File: config.mk
export PLATFORM = sky130hd
export DESIGN_NAME = uart_top
export DESIGN_NICKNAME = d
export VERILOG_FILES = /design/src/rtl/uart_top.sv
export SDC_FILE = /design/constraint.sdc
export NUM_CORES = 1
export LEC_CHECK = 0
export ABC_AREA = 1
export CAP_MARGIN = 20
export CELL_PAD_IN_SITES_DETAIL_PLACEMENT = 0
export CELL_PAD_IN_SITES_GLOBAL_PLACEMENT = 1
export CORE_MARGIN = 1
export CORE_UTILIZATION = 42
export CTS_BUF_LIST = sky130_fd_sc_hd__clkbuf_4 sky130_fd_sc_hd__clkbuf_8 sky130_fd_sc_hd__clkbuf_16
export DETAILED_ROUTE_END_ITERATION = 8
export PLACE_DENSITY = 0.8
export SYNTH_ARGS = -nofsm -noshare
export SYNTH_HDL_FRONTEND = slang
export SYNTH_SLANG_ARGS = --single-unit
File: constraint.sdc
create_clock -name clk -period 1.9 [get_ports clk]
set_clock_uncertainty 0.05 [all_clocks]
set_input_delay 0.475 -clock clk [delete_from_list [all_inputs] [get_ports clk]]
set_output_delay 0.475 -clock clk [all_outputs]
set_load 0.03 [all_outputs]
File: src/rtl/uart_top.sv
// Full-duplex 8N1 UART: independent transmitter and receiver sharing one clock.
// TX frames a byte on a one-cycle start request; RX deserialises the synchronized line.
module uart_top #(
    parameter int unsigned CLKS_PER_BIT = 434
) (
    input  logic       clk,
    input  logic       rst_n,
    input  logic       start,
    input  logic [7:0] data,
    input  logic       rs232_in,
    output logic       rs232_tx,
    output logic [7:0] rx_data,
    output logic       tx_done,
    output logic       rx_done
);

    localparam int unsigned CNT_W = $clog2(CLKS_PER_BIT);
    localparam logic [CNT_W-1:0] BIT_LAST  = CNT_W'(CLKS_PER_BIT - 1);
    localparam logic [CNT_W-1:0] HALF_LAST = CNT_W'(CLKS_PER_BIT / 2 - 1);

    localparam logic [1:0] TX_IDLE  = 2'd0;
    localparam logic [1:0] TX_START = 2'd1;
    localparam logic [1:0] TX_DATA  = 2'd2;
    localparam logic [1:0] TX_STOP  = 2'd3;

    localparam logic [2:0] RX_IDLE  = 3'd0;
    localparam logic [2:0] RX_START = 3'd1;
    localparam logic [2:0] RX_DATA  = 3'd2;
    localparam logic [2:0] RX_STOP  = 3'd3;
    localparam logic [2:0] RX_WAIT  = 3'd4;

    // ------------------------------------------------------------------
    // Transmitter
    // ------------------------------------------------------------------
    logic [1:0]       tx_state_q, tx_state_d;
    logic [CNT_W-1:0] tx_cnt_q, tx_cnt_d;
    logic [2:0]       tx_bit_q, tx_bit_d;
    logic [7:0]       tx_shift_q, tx_shift_d;
    logic             tx_line_q, tx_line_d;
    logic             tx_end_q, tx_end_d;
    logic             tx_done_q, tx_done_d;

    always_comb begin
        tx_state_d = tx_state_q;
        tx_cnt_d   = tx_cnt_q;
        tx_bit_d   = tx_bit_q;
        tx_shift_d = tx_shift_q;
        tx_end_d   = 1'b0;
        tx_done_d  = tx_end_q;

        // Line is registered from the current state, so it lags the FSM by one cycle
        case (tx_state_q)
            TX_START: tx_line_d = 1'b0;
            TX_DATA:  tx_line_d = tx_shift_q[0];
            default:  tx_line_d = 1'b1;
        endcase

        case (tx_state_q)
            TX_IDLE: begin
                if (start) begin
                    tx_state_d = TX_START;
                    tx_shift_d = data;
                    tx_cnt_d   = '0;
                end
            end
            TX_START: begin
                if (tx_cnt_q == BIT_LAST) begin
                    tx_cnt_d   = '0;
                    tx_bit_d   = 3'd0;
                    tx_state_d = TX_DATA;
                end else begin
                    tx_cnt_d = tx_cnt_q + 1'b1;
                end
            end
            TX_DATA: begin
                if (tx_cnt_q == BIT_LAST) begin
                    tx_cnt_d   = '0;
                    tx_shift_d = {1'b0, tx_shift_q[7:1]};
                    if (tx_bit_q == 3'd7) begin
                        tx_state_d = TX_STOP;
                    end else begin
                        tx_bit_d = tx_bit_q + 3'd1;
                    end
                end else begin
                    tx_cnt_d = tx_cnt_q + 1'b1;
                end
            end
            TX_STOP: begin
                if (tx_cnt_q == BIT_LAST) begin
                    tx_cnt_d   = '0;
                    tx_state_d = TX_IDLE;
                    tx_end_d   = 1'b1;
                end else begin
                    tx_cnt_d = tx_cnt_q + 1'b1;
                end
            end
            default: tx_state_d = TX_IDLE;
        endcase
    end

    always_ff @(posedge clk) begin
        if (rst_n) begin
            tx_state_q <= TX_IDLE;
            tx_cnt_q   <= '0;
            tx_bit_q   <= 3'd0;
            tx_shift_q <= 8'h00;
            tx_line_q  <= 1'b1;
            tx_end_q   <= 1'b0;
            tx_done_q  <= 1'b0;
        end else begin
            tx_state_q <= tx_state_d;
            tx_cnt_q   <= tx_cnt_d;
            tx_bit_q   <= tx_bit_d;
            tx_shift_q <= tx_shift_d;
            tx_line_q  <= tx_line_d;
            tx_end_q   <= tx_end_d;
            tx_done_q  <= tx_done_d;
        end
    end

    assign rs232_tx = tx_line_q;
    assign tx_done  = tx_done_q;

    // ------------------------------------------------------------------
    // Receiver
    // ------------------------------------------------------------------
    logic             sync1_q, sync2_q, prev_q;
    logic [2:0]       rx_state_q, rx_state_d;
    logic [CNT_W-1:0] rx_cnt_q, rx_cnt_d;
    logic [2:0]       rx_bit_q, rx_bit_d;
    logic [7:0]       rx_shift_q, rx_shift_d;
    logic             rx_good_q, rx_good_d;
    logic [7:0]       rx_data_q, rx_data_d;
    logic             rx_done_q, rx_done_d;

    always_comb begin
        rx_state_d = rx_state_q;
        rx_cnt_d   = rx_cnt_q;
        rx_bit_d   = rx_bit_q;
        rx_shift_d = rx_shift_q;
        rx_good_d  = 1'b0;
        rx_done_d  = rx_good_q;
        rx_data_d  = rx_good_q ? rx_shift_q : rx_data_q;

        case (rx_state_q)
            RX_IDLE: begin
                if (prev_q && !sync2_q) begin
                    rx_state_d = RX_START;
                    rx_cnt_d   = '0;
                end
            end
            RX_START: begin
                // Half a bit in: a line back high means the start edge was a glitch
                if (rx_cnt_q == HALF_LAST) begin
                    rx_cnt_d   = '0;
                    rx_bit_d   = 3'd0;
                    rx_state_d = sync2_q ? RX_IDLE : RX_DATA;
                end else begin
                    rx_cnt_d = rx_cnt_q + 1'b1;
                end
            end
            RX_DATA: begin
                if (rx_cnt_q == BIT_LAST) begin
                    rx_cnt_d   = '0;
                    rx_shift_d = {sync2_q, rx_shift_q[7:1]};
                    if (rx_bit_q == 3'd7) begin
                        rx_state_d = RX_STOP;
                    end else begin
                        rx_bit_d = rx_bit_q + 3'd1;
                    end
                end else begin
                    rx_cnt_d = rx_cnt_q + 1'b1;
                end
            end
            RX_STOP: begin
                if (rx_cnt_q == BIT_LAST) begin
                    rx_cnt_d = '0;
                    if (sync2_q) begin
                        rx_good_d  = 1'b1;
                        rx_state_d = RX_IDLE;
                    end else begin
                        rx_state_d = RX_WAIT;
                    end
                end else begin
                    rx_cnt_d = rx_cnt_q + 1'b1;
                end
            end
            RX_WAIT: begin
                if (sync2_q) begin
                    rx_state_d = RX_IDLE;
                end
            end
            default: rx_state_d = RX_IDLE;
        endcase
    end

    always_ff @(posedge clk) begin
        if (rst_n) begin
            sync1_q    <= 1'b1;
            sync2_q    <= 1'b1;
            prev_q     <= 1'b1;
            rx_state_q <= RX_IDLE;
            rx_cnt_q   <= '0;
            rx_bit_q   <= 3'd0;
            rx_shift_q <= 8'h00;
            rx_good_q  <= 1'b0;
            rx_data_q  <= 8'h00;
            rx_done_q  <= 1'b0;
        end else begin
            sync1_q    <= rs232_in;
            sync2_q    <= sync1_q;
            prev_q     <= sync2_q;
            rx_state_q <= rx_state_d;
            rx_cnt_q   <= rx_cnt_d;
            rx_bit_q   <= rx_bit_d;
            rx_shift_q <= rx_shift_d;
            rx_good_q  <= rx_good_d;
            rx_data_q  <= rx_data_d;
            rx_done_q  <= rx_done_d;
        end
    end

    assign rx_data = rx_data_q;
    assign rx_done = rx_done_q;

endmodule

==> results of run 1 <==
==> power breakdown <==
| part | total (mW) | internal, mW | switching [mW] |
|---|---|---|---|
| Combinational | 1.70 | 0.603 | 1.10 |
| Sequential | 1.55 | 1.43 | 0.121 |
| Clock | 1.14 | 0.665 | 0.478 |
==> kinds of logic after synthesis <==
kind of cell	count (synthesis)
AOI/OAI and AO/OA	75
xor gates and xnor gates	3
adders and majority gates	14
buffers and inverters	55
DFF	61
and+or+nand+nor	200
==> timing repair <==
action	4_1_cts	5_1_grt
setup endpoints to repair	0	4
setup buffers	0	0
hold buffers	0	0
gates resized for setup	0	4
==> how the worst max path moves through the flow <==
stage                        startpoint       endpoint  slack, ns  cells past startpoint
after floorplan           tx_state_q[0]  tx_shift_q[0]       0.31                      8
after global placement            start  tx_shift_q[4]       0.17                      8
after detailed placement          start  tx_shift_q[5]       0.12                      8
after CTS                    rx_data[2]     rx_data[2]       0.02                      1
after global routing      tx_state_q[0]  tx_state_q[1]      0.001                      8
final                        rx_data[0]     rx_data[0]       0.06                      1
==> cell type report <==
class | count | area (um2)
Sequential cell | 61 | 1220
Timing Repair Buffer | 31 | 310
Multi-Input combinational cell | 292 | 1540
Tap cell | 96 | 120
Inverter | 45 | 169
Clock buffer | 11 | 151
Fill cell | 711 | 3270
Clock inverter | 4 | 47.5
==> per-stage QoR <==
| stage | setup slack [ns] | cell area (um2) | util [%] | instances | hold WS [ns] |
|---|---|---|---|---|---|
| 2_1_floorplan | 0.310 | 2980 | - | 408 | 0.338 |
| 3_3_place_gp | 0.168 | 3350 | 49.1 | 525 | 0.346 |
| 3_5_place_dp | 0.121 | 3350 | 49.1 | 525 | 0.343 |
| 4_1_cts | 0.0179 | 3550 | 52.0 | 540 | 0.353 |
| 5_1_grt | 0.000968 | 3560 | 52.1 | 540 | 0.381 |
| 6_report | 0.0563 | 3560 | 52.1 | 540 | 0.351 |
==> flip-flops by register name, summed over array words and instances, names as in the netlist <==
name and cells:
tx_done 1, tx_state_q 2, rx_data 8, sync2_q 1, sync1_q 1, rx_cnt_q 9, rx_shift_q 8, rx_bit_q 3
tx_done_d 1, tx_cnt_q 9, rx_done_d 1, rx_state_q 3, rs232_tx 1, tx_shift_q 8, rx_done 1, tx_bit_q 3
prev_q 1
==> cells in the final DEF (no fill, tap or decap), types with 7 or more instances in the layout <==
| cell type | n |
|---|---|
| sky130_fd_sc_hd__clkdlybuf4s50_1 | 18 |
| sky130_fd_sc_hd__inv_2 | 9 |
| sky130_fd_sc_hd__buf_4 | 8 |
| sky130_fd_sc_hd__o21ai_0 | 18 |
| sky130_fd_sc_hd__nor2_2 | 8 |
| sky130_fd_sc_hd__nor2_1 | 40 |
| sky130_fd_sc_hd__nand2_1 | 95 |
| sky130_fd_sc_hd__nand4_1 | 7 |
| sky130_fd_sc_hd__dfxtp_1 | 61 |
| sky130_fd_sc_hd__nand3_1 | 24 |
| sky130_fd_sc_hd__clkbuf_8 | 11 |
| sky130_fd_sc_hd__ha_1 | 14 |
| sky130_fd_sc_hd__nand2_2 | 8 |
| sky130_fd_sc_hd__a21oi_1 | 41 |
| sky130_fd_sc_hd__inv_1 | 35 |
==> metal layers <==
layer | track usage [%] | wire length [um]
met5 | 0 | 0
met4 | 5.45 | 70
met2 | 28.1 | 2560
met1 | 22.6 | 2970
met3 | 5.81 | 178
==> results.rst, run 1 <==
.. list-table::
   :header-rows: 1

   * - Metric
     - Value
   * - Result of the run
     - complete, no violations
   * - Number of levels the H-tree was split into
     - 3
   * - Area growth from synthesis to layout
     - 19.4%
   * - Number of nets still failing antenna checks after routing
     - 0
   * - Data required time of the critical path
     - 1.37 ns
   * - Final-report hold violation count
     - 0
   * - Gp weighted congestion
     - 0.816
   * - Worst hold path endpoint
     - sync2_q
   * - Post-synthesis share of cell area spent on and, or, nand and nor gates
     - 30.7%
   * - Maximum fanout along the worst path
     - 2
   * - Adder-cell share of the synthesized area
     - 5.87%
   * - Combined buffer and inverter count along the critical path
     - 1
   * - Number of detailed-route iterations in the first pass
     - 4
   * - Endpoint arrival time on the critical path
     - 1.32 ns
   * - Vias after detailed routing
     - 2524
   * - I/O pin count
     - 23
   * - Height of the chip
     - 86.3 um
   * - Post-synthesis instance area
     - 2980 um2
   * - Most instantiated cells after synthesis
     - 95 x sky130_fd_sc_hd__nand2_1, 61 x sky130_fd_sc_hd__dfxtp_1, 41 x sky130_fd_sc_hd__a21oi_1, 40 x sky130_fd_sc_hd__nor2_1, 35 x sky130_fd_sc_hd__inv_1
   * - Residual DRC
     - 0
   * - Power density over cell area
     - 1230 nW/um2
   * - Critical Path Sink Type
     - primary output
   * - Count of synthesis-stage warnings from yosys
     - 0
   * - Average wire per standard cell
     - 10.7 um
   * - Antenna diode count
     - 0
   * - Leftover overflow at the end of global routing
     - 0
   * - Proportion of synthesized chip area in sequential cells
     - 41.0%
   * - Worst min path class
     - register to register
   * - Worst hold path cell count
     - 1
   * - Number of buffers between clock root and the deepest sink
     - 2
   * - Startpoint-to-endpoint class of the critical path
     - register to primary output
   * - Count of routing violations after the opening detailed-route iteration
     - 97
   * - Launching element type of the critical path
     - register
   * - FF-to-FF Start
     - tx_state_q[0]
   * - Flop2flop setup slack
     - 0.18 ns
   * - Number of synthesized flops with an enable pin
     - 0
   * - Final period demand of the worst path
     - 1.84 ns
   * - Endpoint of the worst register-to-register path
     - tx_bit_q[2]
   * - Slowest cell on the critical path
     - sky130_fd_sc_hd__clkdlybuf4s50_1
   * - Clock buffers created by TritonCTS
     - 9
   * - Start point of the worst min-delay path
     - sync1_q
   * - Reported leakage power
     - 1.56 nW
   * - Half-perimeter wire length after placement
     - 4.16 mm
   * - Top cells by area, synth
     - sky130_fd_sc_hd__dfxtp_1 41%, sky130_fd_sc_hd__nand2_1 12%, sky130_fd_sc_hd__a21oi_1 6.9%
   * - Cells after Synth
     - 408
   * - Number of max-slew violations in the final report
     - 0
   * - Power, Total
     - 4.40 mW
   * - Max Clk Rate
     - 542 MHz
   * - CP delay by family, top
     - buffers and inverters
   * - RSZ-0062 raised after global routing
     - false
   * - Mux contribution to synthesized area
     - 0%
   * - Pin count of the biggest net entering global routing
     - 24
   * - Cell with the most instances after synthesis
     - sky130_fd_sc_hd__nand2_1
   * - Crit-path max cell delay
     - 0.67 ns
   * - Depth of the most critical reg-to-reg path
     - 6
   * - Clock tree root buffer cell
     - sky130_fd_sc_hd__clkbuf_8
   * - Cell chain of the critical path
     - clkdlybuf4s50_1
   * - Share of the synthesized netlist area taken by xor and xnor gates
     - 0.881%
   * - Max Cap Viol
     - 0
   * - Combinational family with the most area after synthesis
     - simple AND/OR/NAND/NOR gates
   * - Final TNS setup
     - 0 ns
   * - Worst max-slew margin expressed relative to the limit
     - 71.2%
   * - Synthesized flop and latch total
     - 61
   * - Clock tree sinks
     - 61
   * - Overall global routing resource usage
     - 17.6%
   * - Worst slew pin tran
     - 0.432 ns
   * - Compound-cell area share of the yosys netlist
     - 14.3%
   * - Share of cells above drive strength 1
     - 15.5%
   * - Total wire length
     - 5.78 mm
   * - Worst vdd ir
     - 0.758 mV
   * - Vias in the first global route
     - 2333
   * - Cell variety after synth
     - 33
   * - Clock-pin transition on the worst setup and hold timing paths
     - 0.06 ns
   * - Synthesized area divided by synthesized cell count
     - 7.31 um2
   * - Area of the die
     - 7440 um2
   * - Clock latency reported for the late side of the worst-skew pair
     - 0.32 ns
   * - Ratio of final minimum period to clock period
     - 97.0%
   * - Fraction of synthesized cell area taken by the top area cell type
     - 41.0%
   * - Dominant register cell in the synthesized netlist
     - sky130_fd_sc_hd__dfxtp_1
   * - Initial Utilization
     - 43.6%
   * - Floorplan core area
     - 6830 um2
   * - Final #Nets
     - 466
   * - Setup violators final
     - 0
   * - Num rows
     - 30
   * - # port buffers
     - 22
   * - Die Width
     - 86.3 um
   * - Number of nets produced by synthesis
     - 434
   * - Global-route wire length before repair
     - 10.4 mm
   * - Post-synth top area cell
     - sky130_fd_sc_hd__dfxtp_1
   * - Antenna violations before repair
     - 0
   * - Fraction of registers with async set or reset after synthesis
     - 0%
   * - Clock tree from TritonCTS
     - yes
   * - Vias/cell
     - 4.67
No activity file was read; power rests on OpenSTA's default activity.
==> run 2: changes to the inputs <==
--- a/config.mk
+++ b/config.mk
@@ -14,6 +14,7 @@
 export CTS_BUF_LIST = sky130_fd_sc_hd__clkbuf_4 sky130_fd_sc_hd__clkbuf_8 sky130_fd_sc_hd__clkbuf_16
 export DETAILED_ROUTE_END_ITERATION = 8
 export PLACE_DENSITY = 0.8
+export SKIP_LAST_GASP = 1
 export SYNTH_ARGS = -nofsm -noshare
 export SYNTH_HDL_FRONTEND = slang
 export SYNTH_SLANG_ARGS = --single-unit
==> results of run 2 <==
No change in the layout: final DEF, timing and power equal those of run 1.
